<file path="src/rtl/mux_rr_arbiter.sv">
// Round-robin arbiter in front of an N:1 W-bit mux with a registered valid/ready output stage.
// Optional port lock is compiled in when ARB_LOCK_EN is defined.
module mux_rr_arbiter #(
  parameter int N = 8,
  parameter int W = 4
) (
  input  logic                     clk,
  input  logic                     rst_n,
  input  logic [N-1:0]             req,
  input  logic [N*W-1:0]           i_data,
  output logic [N-1:0]             ack,
  output logic [W-1:0]             y,
  output logic                     y_valid,
  input  logic                     y_ready,
  output logic [$clog2(N)-1:0]     sel,
`ifdef ARB_LOCK_EN
  input  logic                     lock,
`endif
  output logic                     busy
);

  localparam int SEL_W = $clog2(N);

  typedef enum logic {
    EMPTY = 1'b0,
    FULL  = 1'b1
  } state_t;

  state_t             state_q, state_d;
  logic [W-1:0]       y_q, y_d;
  logic [SEL_W-1:0]   sel_q, sel_d;
  logic [SEL_W-1:0]   ptr_q, ptr_d;

  logic [N-1:0]       eligible;
  logic [SEL_W-1:0]   winner;
  logic [SEL_W-1:0]   idx;
  logic               found;
  logic               can_load;
  logic               capture;

`ifdef ARB_LOCK_EN
  logic               owner_vld_q, owner_vld_d;
  logic [SEL_W-1:0]   owner_q, owner_d;

  // A held lock narrows eligibility to the owning port only.
  always_comb begin
    eligible = req;
    if (owner_vld_q) begin
      eligible = req & ({{(N-1){1'b0}}, 1'b1} << owner_q);
    end
  end
`else
  always_comb begin
    eligible = req;
  end
`endif

  // Scan starts at ptr and wraps naturally because N is a power of two.
  always_comb begin
    winner = '0;
    found  = 1'b0;
    idx    = '0;
    for (int k = 0; k < N; k++) begin
      idx = ptr_q + SEL_W'(k);
      if (!found && eligible[idx]) begin
        winner = idx;
        found  = 1'b1;
      end
    end
  end

  assign can_load = (state_q == EMPTY) || y_ready;
  assign capture  = can_load && found;
  assign ack      = capture ? ({{(N-1){1'b0}}, 1'b1} << winner) : '0;

  always_comb begin
    state_d = state_q;
    y_d     = y_q;
    sel_d   = sel_q;
    ptr_d   = ptr_q;
`ifdef ARB_LOCK_EN
    owner_vld_d = owner_vld_q;
    owner_d     = owner_q;
`endif
    if (capture) begin
      state_d = FULL;
      y_d     = i_data[winner*W +: W];
      sel_d   = winner;
      ptr_d   = winner + SEL_W'(1);
`ifdef ARB_LOCK_EN
      owner_vld_d = lock;
      owner_d     = winner;
`endif
    end else if ((state_q == FULL) && y_ready) begin
      state_d = EMPTY;
    end
  end

  always_ff @(posedge clk or negedge rst_n) begin
    if (!rst_n) begin
      state_q <= EMPTY;
      y_q     <= '0;
      sel_q   <= '0;
      ptr_q   <= '0;
    end else begin
      state_q <= state_d;
      y_q     <= y_d;
      sel_q   <= sel_d;
      ptr_q   <= ptr_d;
    end
  end

`ifdef ARB_LOCK_EN
  always_ff @(posedge clk or negedge rst_n) begin
    if (!rst_n) begin
      owner_vld_q <= 1'b0;
      owner_q     <= '0;
    end else begin
      owner_vld_q <= owner_vld_d;
      owner_q     <= owner_d;
    end
  end
`endif

  assign y       = y_q;
  assign sel     = sel_q;
  assign y_valid = (state_q == FULL);
  assign busy    = (state_q == FULL);

endmodule

</file>
<file path="config.mk">
export PLATFORM = sky130hd
export DESIGN_NAME = mux_rr_arbiter
export DESIGN_NICKNAME = d
export VERILOG_FILES = /design/src/rtl/mux_rr_arbiter.sv
export SDC_FILE = /design/constraint.sdc
export NUM_CORES = 1
export LEC_CHECK = 0
export CELL_PAD_IN_SITES_DETAIL_PLACEMENT = 1
export CELL_PAD_IN_SITES_GLOBAL_PLACEMENT = 2
export CORE_MARGIN = 1
export CORE_UTILIZATION = 25
export CTS_CLUSTER_SIZE = 14
export DETAILED_ROUTE_END_ITERATION = 7
export GPL_ROUTABILITY_DRIVEN = 0
export HOLD_SLACK_MARGIN = 0.05
export PLACE_DENSITY_LB_ADDON = 0.1
export SYNTH_ARGS = -nofsm -noshare
export SYNTH_HDL_FRONTEND = slang
export SYNTH_SLANG_ARGS = --single-unit
</file>
<file path="constraint.sdc">
create_clock -name clk -period 4.03 [get_ports clk]
set_input_delay 0.806 -clock clk [delete_from_list [all_inputs] [get_ports clk]]
set_output_delay 0.806 -clock clk [all_outputs]
set_load 0.02 [all_outputs]
</file>
==> run_results.csv <==
group,metric,value,unit
run_status,status,"finished, violations left",
run_status,violations,"setup timing",
drt,drc,0,
clocking,clock-sinks,11,
cells_and_area,final_cell_area,3320,µm²
floorplanning,die_y,89.0,µm
drt,firstDrtPassIters,4,
drt,routedWlPerCell,17.1,µm
worst_setup_path,crit_arrival,3.41,ns
sta,rsz0062_at_grt,"true",
synth,synth_most_common_cell,"mux2i_1",
synth,yosysWarnings,0,
floorplanning,num_rows,31,
floorplanning,core,7290,µm²
worst_setup_path,critPathKind,"register to output port",
global_route,gr-total-overflow,0,
synth,async_flop_share,1.00,
cells_and_area,drive_above_1_share,0.489,
synth,ys_seq_area_frac,0.146,
job,cap_violations,0,
place,hpwl,5850,µm
synth,synth-main-ff-cell,"dfrtp_1",
clocking,cts_hold_buf,0,
clocking,cts_tree,"built",
synth,yosys-top-cells-area,"mux4_2 (21%), dfrtp_1 (15%), mux2i_1 (11%)",
worst_setup_path,crit_chain,"clkinv_4, ha_4, mux4_2, nor4_4, nand4_1, o22ai_1, a31oi_1, o21ai_2, clkinvlp_4, nor2_4, ha_2, and3_4, buf_6",
clocking,cts-root-buf,"clkbuf_8",
drt,viasPerCell,5.05,
sta,fin_ws,-0.184,ns
synth,synth_area_leader_cell,"mux4_2",
drt,routed_wl,7130,µm
floorplanning,initial_core_util,0.259,
worst_setup_path,cp_top_family,"simple AND/OR/NAND/NOR gates",
clocking,htree_levels,1,
clocking,clk_pin_slew_worst_paths,0.05,ns
global_route,grt_pass1_wl,10600,µm
cells_and_area,num-nets-final,366,
drt,ant_nets,0,
synth,synth_area,1890,µm²
drt,vias,2111,
place,port_buffers,59,
floorplanning,die_x,89.0,µm
sta,finClkSkew,0.000903,ns
clocking,cts_made_buffers,3,
worst_setup_path,slowest_delay,0.55,ns
worst_setup_path,slowest_stage,"mux4_2",
clocking,clock_path_buffers,2,
cells_and_area,n_antenna_cell,0,
drt,drtIter0Drc,58,
synth,synth.avg_cell_area,9.60,µm²
synth,netlist-cell-type-count,58,
floorplanning,fp.dieArea,7920,µm²
cells_and_area,area_growth_syn_to_layout,75.6,%
synth,ys_ff_latch,11,
worst_setup_path,crit_buf_inv,3,
worst_setup_path,cp_max_fo,5,
global_route,grt_max_degree,21,
place,place_ws,-1.05,ns
worst_setup_path,end_kind,"output port",
global_route,grt_pass1_vias,2103,
sta,max_freq,0.237,GHz
sta,drv_slew,0,
synth,synth_commonest_cells,"mux2i_1 (20), nand2_1 (19), mux4_2 (18)",
sta,timing.slew.headroom,0.650,
sta,final_hold_viol_count,0,
worst_setup_path,cp-start-kind,"register",
worst_setup_path,worst_ep_required_time,3.22,ns
worst_setup_path,r2r_slack,0.30,ns
global_route,grt_usage,0.178,
place,placement.cell_area,3100,µm²
place,numPlacedInstances,402,
synth,synth_edf_count,0,
cells_and_area,fin_cells,418,
clocking,clock_latency,0.23,ns
sta,period_share,1.05,
sta,tightest_slew,0.524,ns
floorplanning,num_io_pins,60,
synth,synth_top_area_share,0.214,
global_route,antenna_found_initial,0,
sta,fin_crit,4.21,ns
min_path,min_path_type,"register to register",
synth,syn_inst,197,
synth,syn_nets,243,
sta,setup_viol,8,
cell usage in the layout, fill, tap and decap left out, types with 3 or more instances in the layout:
| cell type | count |
|---|---|
| mux2i_1 | 18 |
| clkbuf_8 | 3 |
| clkdlybuf4s15_2 | 5 |
| buf_2 | 4 |
| nor3_4 | 5 |
| nand4_1 | 3 |
| inv_1 | 5 |
| mux4_2 | 18 |
| o21ai_1 | 3 |
| mux2_4 | 5 |
| nand3_1 | 3 |
| mux2_2 | 5 |
| clkdlybuf4s50_1 | 43 |
| o21ai_0 | 7 |
| buf_4 | 67 |
| a221o_1 | 3 |
| nand2_1 | 19 |
| a21oi_1 | 6 |
| dfrtp_1 | 11 |
| buf_6 | 12 |
| nor3_1 | 3 |
| nor2_1 | 7 |
| o211ai_1 | 3 |
cell type report:
| class | instances | area (µm²) |
|---|---|---|
| Inverter | 9 | 45.0 |
| Tap cell | 99 | 124 |
| Fill cell | 854 | 3970 |
| Sequential cell | 11 | 275 |
| Timing Repair Buffer | 133 | 1180 |
| Clock buffer | 4 | 45.0 |
| Multi-Input combinational cell | 162 | 1650 |
flip-flops by register name, summed over array words and instances, names as in the netlist:
name   count
sel        3
ptr_q      3
busy       1
y          4
per-stage QoR:
step / hold WS [ns] / util / TNS, ns
2_1_floorplan: 0.510 / - / -0.143
3_3_place_gp: 0.465 / 0.426 / -7.85
3_5_place_dp: 0.477 / 0.426 / -8.42
4_1_cts: 0.488 / 0.443 / -0.928
5_1_grt: 0.518 / 0.456 / -2.15
6_report: 0.481 / 0.456 / -0.897
metal layers:
layer | GRT usage | routed length, µm | up-vias
met5 | 0 | 0 | -
met4 | 0.0144 | 0 | 0
met3 | 0.0259 | 316 | 0
met2 | 0.305 | 3500 | 48
met1 | 0.248 | 3310 | 1054
li1 | - | - | 1009
repair_timing:
item | CTS | global route
resized for setup | 78 | 18
buffers inserted | 7 | 6
setup endpoints to repair | 9 | 8
pin swaps | 11 | 14
final timing paths:
| kind | from | cells past startpoint | end |
|---|---|---|---|
| max reg2reg | ptr_q[0] | 16 | y[2] |
| min | sel[0] | 2 | sel[0] |
| max | ptr_q[0] | 13 | ack[7] |
| max in group asynchronous | rst_n | 1 | ptr_q[2] |
| min reg2reg | sel[0] | 2 | sel[0] |
| min in group asynchronous | rst_n | 1 | y[1] |
worst min-delay path, stage by stage, from the launching register on:
cell and delay, ns:
dfrtp_1 0.34, nand2_1 0.05, o21ai_0 0.06
kinds of logic after synthesis:
family / after synthesis / synth area share
muxes: 50 / 0.395
xor gates and xnor gates: 3 / 0.0179
and+or+nand+nor: 62 / 0.179
buffers and inverters: 24 / 0.0780
DFF: 11 / 0.146
AOI/OAI and AO/OA: 44 / 0.165
adders and majority gates: 3 / 0.0198
Power is left out: the tool's default activity adds up to more than one toggle a clock period on the data nets, which glitch-free logic cannot reach.
